<file path="config.mk">
export PLATFORM = sky130hd
export DESIGN_NAME = apb_regs_slave
export DESIGN_NICKNAME = d
export VERILOG_FILES = /design/src/rtl/apb_regs_pkg.sv /design/src/rtl/apb_regs_timer.sv /design/src/rtl/apb_regs_slave.sv
export SDC_FILE = /design/constraint.sdc
export NUM_CORES = 1
export LEC_CHECK = 0
export CORE_UTILIZATION = 40
export CTS_BUF_LIST = sky130_fd_sc_hd__clkbuf_4
export DETAILED_ROUTE_END_ITERATION = 8
export PLACE_DENSITY = 0.66
export REMOVE_ABC_BUFFERS = 1
export SKIP_LAST_GASP = 1
export SYNTH_ARGS = -nofsm -noshare
export SYNTH_HDL_FRONTEND = slang
export SYNTH_SLANG_ARGS = --single-unit
</file>
<file path="constraint.sdc">
create_clock -name clk -period 8.6 [get_ports clk]
set_input_delay 1.72 -clock clk [delete_from_list [all_inputs] [get_ports clk]]
set_output_delay 1.72 -clock clk [all_outputs]
set_load 0.005 [all_outputs]
</file>
<file path="src/rtl/apb_regs_pkg.sv">
// Shared constants for the APB register block: byte offsets, CTRL field positions, reset values, bus FSM states.
package apb_regs_pkg;

  localparam logic [4:0] CTRL_OFF    = 5'h00;
  localparam logic [4:0] STATUS_OFF  = 5'h04;
  localparam logic [4:0] COMPARE_OFF = 5'h08;
  localparam logic [4:0] COUNT_OFF   = 5'h0C;
  localparam logic [4:0] SCRATCH_OFF = 5'h10;

  localparam int CTRL_TMR_EN  = 0;
  localparam int CTRL_IRQ_EN  = 1;
  localparam int CTRL_PRE_LSB = 8;
  localparam int CTRL_PRE_MSB = 15;
  localparam int STATUS_OVF   = 0;

  localparam logic [31:0] CTRL_MASK   = 32'h0000_FF03;
  localparam logic [31:0] CTRL_RST    = 32'h0000_0000;
  localparam logic [31:0] COMPARE_RST = 32'hFFFF_FFFF;
  localparam logic [31:0] COUNT_RST   = 32'h0000_0000;

  typedef enum logic [1:0] {IDLE, SETUP, ACCESS} apb_state_e;

endpackage

</file>
<file path="src/rtl/apb_regs_timer.sv">
// Prescaled up-counter with compare/wrap; ovf_set pulses combinationally on the edge the count wraps.
// COUNT and the prescaler freeze while tmr_en is low; pre_clr restarts the prescaler.
module apb_regs_timer
  import apb_regs_pkg::*;
(
  input  logic        clk,
  input  logic        rst,
  input  logic        tmr_en,
  input  logic [7:0]  prescale,
  input  logic        pre_clr,
  input  logic [31:0] compare,
  output logic [31:0] count,
  output logic        ovf_set
);

  logic [7:0] pre_cnt;
  logic       tick;

  assign tick    = tmr_en && (pre_cnt == prescale);
  assign ovf_set = tick && (count == compare);

  always_ff @(posedge clk or posedge rst) begin
    if (rst) begin
      pre_cnt <= '0;
      count   <= COUNT_RST;
    end else begin
      if (pre_clr || tick) pre_cnt <= '0;
      else if (tmr_en)     pre_cnt <= pre_cnt + 8'd1;
      if (ovf_set)   count <= '0;
      else if (tick) count <= count + 32'd1;
    end
  end

endmodule

</file>
<file path="src/rtl/apb_regs_slave.sv">
// APB register slave (CTRL/STATUS/COMPARE/COUNT/SCRATCH); read data captured entering ACCESS, writes commit on ACCESS exit.
// No wait states: one transfer per two cycles. Timer, COMPARE, COUNT, ovf and irq exist only with APB_REGS_TIMER_EN.
module apb_regs_slave
  import apb_regs_pkg::*;
#(
  parameter int          ADDR_W      = 32,
  parameter logic [31:0] SCRATCH_RST = 32'hDEAD_BEEF
) (
  input  logic              clk,
  input  logic              rst,
  input  logic              psel,
  input  logic              penable,
  input  logic              pwrite,
  input  logic [ADDR_W-1:0] paddr,
  input  logic [31:0]       pwdata,
  output logic [31:0]       prdata,
  output logic              irq
);

`ifdef APB_REGS_TIMER_EN
  localparam logic [31:0] CTRL_WMASK = CTRL_MASK;
`else
  localparam logic [31:0] CTRL_WMASK = CTRL_MASK & ~(32'h1 << CTRL_TMR_EN);
`endif

  apb_state_e  state, state_nxt;
  logic        acc_go;
  logic [2:0]  addr_q;
  logic [31:0] wdata_q;
  logic        wr_q;
  logic        wr_ctrl, wr_scratch;
  logic [31:0] ctrl, scratch;
  logic [31:0] status_rd, compare_rd, count_rd, rd_mux;
  logic        unused_addr;

  assign unused_addr = ^{paddr[ADDR_W-1:5], paddr[1:0]};

  always_comb begin
    state_nxt = state;
    acc_go    = 1'b0;
    case (state)
      IDLE:    if (psel && !penable) state_nxt = SETUP;
      SETUP:   if (!psel) state_nxt = IDLE;
               else if (penable) begin
                 state_nxt = ACCESS;
                 acc_go    = 1'b1;
               end
      ACCESS:  state_nxt = (psel && !penable) ? SETUP : IDLE;
      default: state_nxt = IDLE;
    endcase
  end

  // Write is held in wr_q/wdata_q through ACCESS so a reset there drops it.
  assign wr_ctrl    = wr_q && ({addr_q, 2'b00} == CTRL_OFF);
  assign wr_scratch = wr_q && ({addr_q, 2'b00} == SCRATCH_OFF);

  always_comb begin
    rd_mux = '0;
    case ({addr_q, 2'b00})
      CTRL_OFF:    rd_mux = ctrl;
      STATUS_OFF:  rd_mux = status_rd;
      COMPARE_OFF: rd_mux = compare_rd;
      COUNT_OFF:   rd_mux = count_rd;
      SCRATCH_OFF: rd_mux = scratch;
      default:     rd_mux = '0;
    endcase
  end

  always_ff @(posedge clk or posedge rst) begin
    if (rst) begin
      state   <= IDLE;
      addr_q  <= '0;
      wdata_q <= '0;
      wr_q    <= 1'b0;
      prdata  <= '0;
      ctrl    <= CTRL_RST;
      scratch <= SCRATCH_RST;
    end else begin
      state <= state_nxt;
      wr_q  <= acc_go && pwrite;
      if (psel && !penable)  addr_q  <= paddr[4:2];
      if (acc_go)            wdata_q <= pwdata;
      if (acc_go && !pwrite) prdata  <= rd_mux;
      if (wr_ctrl)           ctrl    <= wdata_q & CTRL_WMASK;
      if (wr_scratch)        scratch <= wdata_q;
    end
  end

`ifdef APB_REGS_TIMER_EN
  logic [31:0] compare, count;
  logic        ovf, ovf_set, pre_clr, wr_status, wr_compare;

  assign wr_status  = wr_q && ({addr_q, 2'b00} == STATUS_OFF);
  assign wr_compare = wr_q && ({addr_q, 2'b00} == COMPARE_OFF);
  assign pre_clr    = wr_ctrl &&
                      (wdata_q[CTRL_PRE_MSB:CTRL_PRE_LSB] != ctrl[CTRL_PRE_MSB:CTRL_PRE_LSB]);

  apb_regs_timer u_timer (
    .clk      (clk),
    .rst      (rst),
    .tmr_en   (ctrl[CTRL_TMR_EN]),
    .prescale (ctrl[CTRL_PRE_MSB:CTRL_PRE_LSB]),
    .pre_clr  (pre_clr),
    .compare  (compare),
    .count    (count),
    .ovf_set  (ovf_set)
  );

  // A wrap on the same edge as a W1C keeps ovf set.
  always_ff @(posedge clk or posedge rst) begin
    if (rst) begin
      compare <= COMPARE_RST;
      ovf     <= 1'b0;
      irq     <= 1'b0;
    end else begin
      if (wr_compare) compare <= wdata_q;
      if (ovf_set)                             ovf <= 1'b1;
      else if (wr_status && wdata_q[STATUS_OVF]) ovf <= 1'b0;
      irq <= ovf && ctrl[CTRL_IRQ_EN];
    end
  end

  assign status_rd  = {31'b0, ovf};
  assign compare_rd = compare;
  assign count_rd   = count;
`else
  assign status_rd  = '0;
  assign compare_rd = '0;
  assign count_rd   = '0;
  assign irq        = 1'b0;
`endif

endmodule
</file>
==> results by group, run 1 <==
Pwr
  – P_leak: 2.26 nW
  – Peak VDD IR: 105 uV
  – PwrDens: 186 nW/um^2

Floorplan
  – Initial Utilization: 41.9%
  – Die area: 11400 sq um
  – Die Ht: 107 um
  – I/O Pins: 102
  – Rows: 37
  – Die Wd: 107 um
  – Core Box Area: 10500 sq um

Logic synthesis
  – Count of cell types in the netlist: 23
  – Post-synthesis cell area: 4400 sq um
  – Post-synthesis sequential area ratio: 63.8%
  – Ys Warns: 0
  – Synth Instances: 319
  – Synthesized flop and latch total: 111
  – Syn Area/Cell: 13.8 sq um

Worst setup path
  – WS Path Type: input pin to register
  – CP startpoint: pwrite
  – Crit path required time: 8.92 ns
  – Worst Setup End Kind: register
  – Most frequent CP cell: buf_4
  – Critical Path Start Type: input pin
  – CP max-delay cell: or2_1
  – Crit path max-delay family: buffers and inverters
  – CP Buf/Inv Count: 3
  – Critical-path cell list: clkdlybuf4s50_1, buf_4, or2_1, buf_4, o21ai_0
  – Critical path arrival: 3.55 ns
  – Crit path max fanout: 34
  – Worst reg2reg startpoint: addr_q[2]$_DFFE_PP0P_
  – Max incr delay on CP: 0.55 ns

STA
  – Slack of the critical path: 5.37 ns
  – Setup repair after global routing missed its margin: no
  – Max Fclk: 309 MHz
  – Final setup fails: 0
  – Relative slew slack: 33.5%
  – Fin crit share: 37.6%
  – Final Skew: 0.0275 ns
  – Total negative slack: 0 ns
  – Final Hold Fails: 0
  – Final Max Slew Viols: 0
  – Fin crit period: 3.23 ns
  – Worst-Margin Slew: 0.996 ns

Flow run
  – Max-cap violations: 0

Final layout
  – Register area: 2810 sq um
  – Final Core Density: 50.7%
  – Share of layout cells above drive strength 1: 30.8%
  – Filler cells: 949
  – Commonest non-fill, non-tap cell in the layout: dfrtp_1
  – Non-filler cells, final: 522
  – Multi-input logic area: 1460 sq um
  – Commonest non-fill, non-tap cells in the layout: dfrtp_1 (87), mux2_2 (74), clkdlybuf4s50_1 (71), o21ai_0 (52), dfstp_2 (24)
  – Antenna diode count: 0
  – Area grow syn2layout: 21.1%
  – Nets: 450

Clock network
  – CTS tree: built
  – Clock root buffer: clkbuf_4
  – Worst-path clk slew: 0.16 ns
  – Setup Fix Bufs, Post-CTS: 0
  – Clk buf depth: 2
  – Post-cts gate resize count: 0
  – Htree depth: 3
  – Hold Buf Count CTS: 0
  – Clock Latency Late Sink: 0.45 ns
  – CTS Buf Count: 9
  – CTS Sinks: 111

Place
  – Dpl ws: 4.86 ns
  – Dpl cells: 506
  – Port Buf Inserts: 71
  – Placer congestion estimate: 0.669
  – Detailed Place HPWL: 4940 um

Route
  – Vias: 2650
  – Routed Antenna Nets: 0
  – Total wire length: 8190 um
  – DRC violations left: 0
  – WL/cell: 15.7 um
  – DR pass1 iterations: 4
  – Via-per-instance ratio: 5.08
  – Initial drt markers: 60

GRT
  – Number of global-route vias before repair: 2752
  – Congestion Overflow GR: 0
  – All-Layer GR Usage: 16.0%
  – Initial antenna violation count: 0
  – First-pass GRT wire length: 14000 um
  – Largest net degree at the start of global routing: 68

Hold path
  – Hold/Removal Path Class: register to register
  – HP Start: state[0]$_DFFE_PP0P_

Outcome
  – Status: complete, no violations
## synth_stat cells (all sizes together)
master	n	area share (%)
nor2b	1	0.14
and2	1	0.14
buf	12	1.8
clkbuf	12	1.1
dfstp	24	14
conb	1	0.085
nor3b	2	0.57
dfrtp	87	50
o21ai	55	6.3
a21boi	1	0.17
mux2	76	19
or2	2	0.28
nand2	23	2.0
inv	2	0.17
nand4b	1	0.20
and4bb	1	0.28
o31ai	9	1.5
mux2i	9	2.0
## sequential cells by signal, summed over array words and instances (netlist names)
register and flops:
state 2, wdata_q 32, ctrl 9, wr_q 1
scratch 32, prdata 32, addr_q 3
## layer usage
metal	GRT usage, %	vias to the layer above	part of all wire, %
li1	-	1235	-
met1	22.0	1349	46
met2	24.5	56	48
met3	4.19	10	4.8
met4	5.58	0	1.5
met5	0	-	0
## layout make-up
type	instances	area share (%)
clock inverter	5	0.940
sequential	111	52.7
timing repair buffer	75	13.9
clock buffer	11	1.55
tap	136	3.20
multi-input combinational	182	27.5
inverter	2	0.188
## power breakdown
part | total (mW) | switching, mW | internal (mW)
clock network | 0.248 | 0.155 | 0.0935
logic | 0.115 | 0.0432 | 0.0720
registers | 0.628 | 0.0357 | 0.592
total | 0.991 | 0.234 | 0.758
## stage by stage
| step | area (sq um) | hold slack [ns] | total power [mW] |
|---|---|---|---|
| floorplan | 4270 | 0.422 | 0.704 |
| global placement | 5190 | 0.443 | 0.750 |
| detailed placement | 5190 | 0.449 | 0.756 |
| CTS | 5330 | 0.469 | 1.01 |
| global route | 5330 | 0.513 | 1.05 |
| finish | 5330 | 0.470 | 0.991 |
## cell families (layout without fill, tap and decap cells)
| logic type | Yosys count | in the layout | share of synthesized area (%) |
|---|---|---|---|
| multiplexers | 85 | 85 | 21.5 |
| buffers and inverters | 26 | 93 | 3.02 |
| other | 1 | 1 | 0.0853 |
| flip-flops | 111 | 111 | 63.8 |
| AO/OA/AOI/OAI | 65 | 65 | 7.97 |
| AND/OR/NAND/NOR | 31 | 31 | 3.58 |
## final timing paths
| kind | end | slack [ns] | cells past startpoint |
|---|---|---|---|
| setup reg to reg | scratch[29]$_DFFE_PP0P_ | 6.25 | 2 |
| hold reg to reg | state[0]$_DFFE_PP0P_ | 0.47 | 1 |
| max in group asynchronous | ctrl[9]$_DFFE_PP0P_ | 5.71 | 3 |
| hold / removal | state[0]$_DFFE_PP0P_ | 0.47 | 1 |
| min in group asynchronous | wdata_q[22]$_DFFE_PP0P_ | 1.65 | 2 |
| setup / recovery | prdata[24]$_DFFE_PP0P_ | 5.37 | 5 |
(Power assumes the default switching activity.)
==> run 2: changes to the inputs <==
--- a/config.mk
+++ b/config.mk
@@ -8,7 +8,7 @@
 export CORE_UTILIZATION = 40
 export CTS_BUF_LIST = sky130_fd_sc_hd__clkbuf_4
 export DETAILED_ROUTE_END_ITERATION = 8
-export PLACE_DENSITY = 0.66
+export PLACE_DENSITY = 0.69
 export REMOVE_ABC_BUFFERS = 1
 export SKIP_LAST_GASP = 1
 export SYNTH_ARGS = -nofsm -noshare
==> constraint.sdc (replaced) <==
create_clock -name clk -period 2.6 [get_ports clk]
set_input_delay 0.52 -clock clk [delete_from_list [all_inputs] [get_ports clk]]
set_output_delay 0.52 -clock clk [all_outputs]
set_load 0.005 [all_outputs]
==> run 2 against run 1 <==
- register-to-register slack lost 5.4 ns
- critical path depth shrank 4
- clock skew shrank 0.0064 ns
- routed wire length grew 0.51%
- core utilization grew 0.65 points
- combinational power grew to 3.6 times the previous value
- design area grew 1.3%
- via count grew 1.7%
- power grew to 3.3 times the previous value
- worst hold slack lost 0.061 ns
- sequential power grew to 3.3 times the previous value
- non-clock buffer count grew 6
- critical endpoint is now prdata[4]
==> results by group, run 2 (synthesized netlist as in run 1, its figures left out) <==
Final layout
  – Commonest non-fill, non-tap cell in the layout: dfrtp_1
  – Post-route cell area: 5390 sq um (+1.3%)
  – Largest registers: prdata x32, scratch x32, wdata_q x32
  – Non-filler cells, final: 528 (+1.1%)
  – Filler cells: 936 (-1.4%)
  – Antenna diode count: 0 (unchanged)
  – Share of layout cells above drive strength 1: 32.7% (+1.8 points)
  – Commonest non-fill, non-tap cells in the layout: dfrtp_1 (87), mux2_2 (74), clkdlybuf4s50_1 (71), o21ai_0 (52), dfstp_2 (24)
  – Area grow syn2layout: 22.6%
  – Nets: 456 (+1.3%)

Worst setup path
  – Worst Setup End Kind: output port
  – Critical path arrival: 1.35 ns (-2.20 ns)
  – WS Path Type: register to output port
  – CP max-delay cell: clkdlybuf4s50_1
  – Crit path max fanout: 2 (-94%)
  – Critical Path Start Type: register
  – Crit path max-delay family: buffers and inverters
  – FF-to-FF path depth: 4 (+2)
  – WP depth: 1 (-4)
  – Max incr delay on CP: 0.51 ns (-0.04 ns)
  – CP Buf/Inv Count: 1 (-2)
  – Critical-path cell list: clkdlybuf4s50_1
  – Crit path required time: 2.08 ns (-6.84 ns)
  – Slack of the worst reg-to-reg path: 0.84 ns (-5.41 ns)

GRT
  – First-pass GRT wire length: 13900 um (-0.84%)
  – Largest net degree at the start of global routing: 43 (-37%)
  – Initial antenna violation count: 0 (unchanged)
  – Congestion Overflow GR: 0 (unchanged)
  – All-Layer GR Usage: 15.9% (-0.11 points)
  – Number of global-route vias before repair: 2784 (+1.2%)

Route
  – Via-per-instance ratio: 5.10 (+0.51%)
  – DR pass1 iterations: 6 (+2)
  – DRC violations left: 0 (unchanged)
  – Initial drt markers: 79 (+32%)
  – Total wire length: 8230 um (+0.51%)
  – WL/cell: 15.6 um (-0.63%)
  – Vias: 2694 (+1.7%)
  – Routed Antenna Nets: 0 (unchanged)

STA
  – Max Fclk: 533 MHz
  – Final Max Slew Viols: 0 (unchanged)
  – Worst hold slack: 0.409 ns (-0.0609 ns)
  – Final Skew: 0.0211 ns (-0.00644 ns)
  – Final setup fails: 0 (unchanged)
  – Setup repair after global routing missed its margin: no
  – Fin crit share: 72.1%
  – Final Hold Fails: 0 (unchanged)
  – Fin crit period: 1.87 ns

Clock network
  – Setup Fix Bufs, Post-CTS: 0 (unchanged)
  – Worst-path clk slew: 0.17 ns (about the same)
  – Post-cts gate resize count: 0 (unchanged)
  – CTS tree: built
  – Htree depth: 3 (unchanged)
  – CTS Sinks: 111 (unchanged)
  – Clock Latency Late Sink: 0.45 ns (about the same)
  – CTS Buf Count: 9 (unchanged)
  – Hold Buf Count CTS: 0 (unchanged)
  – Clk buf depth: 2 (unchanged)
  – Clock root buffer: clkbuf_4

Place
  – Port Buf Inserts: 71 (unchanged)
  – Area post-placement: 5280 sq um (+1.6%)
  – Detailed Place HPWL: 5080 um (+3.0%)
  – Dpl cells: 512 (+1.2%)
  – Placer congestion estimate: 0.682 (+2.0%)

Floorplan
  – Die area: 11400 sq um (unchanged)
  – I/O Pins: 102 (unchanged)
  – Rows: 37 (unchanged)
  – Die Wd: 107 um (unchanged)
  – Die Ht: 107 um (unchanged)
  – Core Box Area: 10500 sq um (unchanged)
  – Initial Utilization: 41.9% (unchanged)

Pwr
  – PwrDens: 599 nW/um^2 (+220%)
  – Pwr Total: 3.23 mW (+230%)
  – P_leak: 2.29 nW (+1.2%)
  – Peak VDD IR: 223 uV (+110%)

Hold path
  – Hold/Removal Path Class: input pin to asynchronous set/reset pin

Flow run
  – Max-cap violations: 0 (unchanged)

Outcome
  – Status: complete, no violations
==> run 2: area by class of cell <==
class	instances	area (sq um)	area share, %
tap	136	170	3.15
sequential	111	2810	52.1
inverter	2	10.0	0.186
timing repair buffer	81	823	15.3
clock inverter	5	36.3	0.673
multi-input combinational	182	1460	27.1
clock buffer	11	82.6	1.53
==> run 2: path summary, 6_finish.rpt <==
kind                                           end                  start
min in group clk              state[0]$_DFFE_PP0P_   state[1]$_DFFE_PP0P_
setup / recovery                         prdata[4]  prdata[4]$_DFFE_PP0P_
setup reg to reg              ctrl[12]$_DFFE_PP0P_  addr_q[0]$_DFFE_PP0P_
max in group asynchronous   scratch[1]$_DFFE_PP1P_                    rst
hold reg to reg               state[0]$_DFFE_PP0P_   state[1]$_DFFE_PP0P_
hold / removal             wdata_q[29]$_DFFE_PP0P_                    rst
==> run 2: report_power, final <==
group	switching (mW)	leakage, nW	internal [mW]
Clock	0.534	0.0591	0.219
Combinational	0.163	0.843	0.248
Sequential	0.105	1.39	1.96
==> run 2: stage by stage <==
step                      setup WS (ns)  TNS [ns]  util (%)
final                             0.725         0      51.3
after global routing              0.640         0      51.3
after floorplan                  -0.811    -97.16         -
after CTS                         0.678         0      51.3
after global placement            0.444         0      50.2
after detailed placement          0.402         0      50.2
==> run 2: routing by layer <==
metal / routed length, um / vias up / global-route usage [%]
met5: 0 / - / 0
li1: - / 1247 / -
met4: 116 / 0 / 4.99
met3: 437 / 11 / 4.13
met2: 4050 / 65 / 25.9
met1: 3630 / 1371 / 20.7
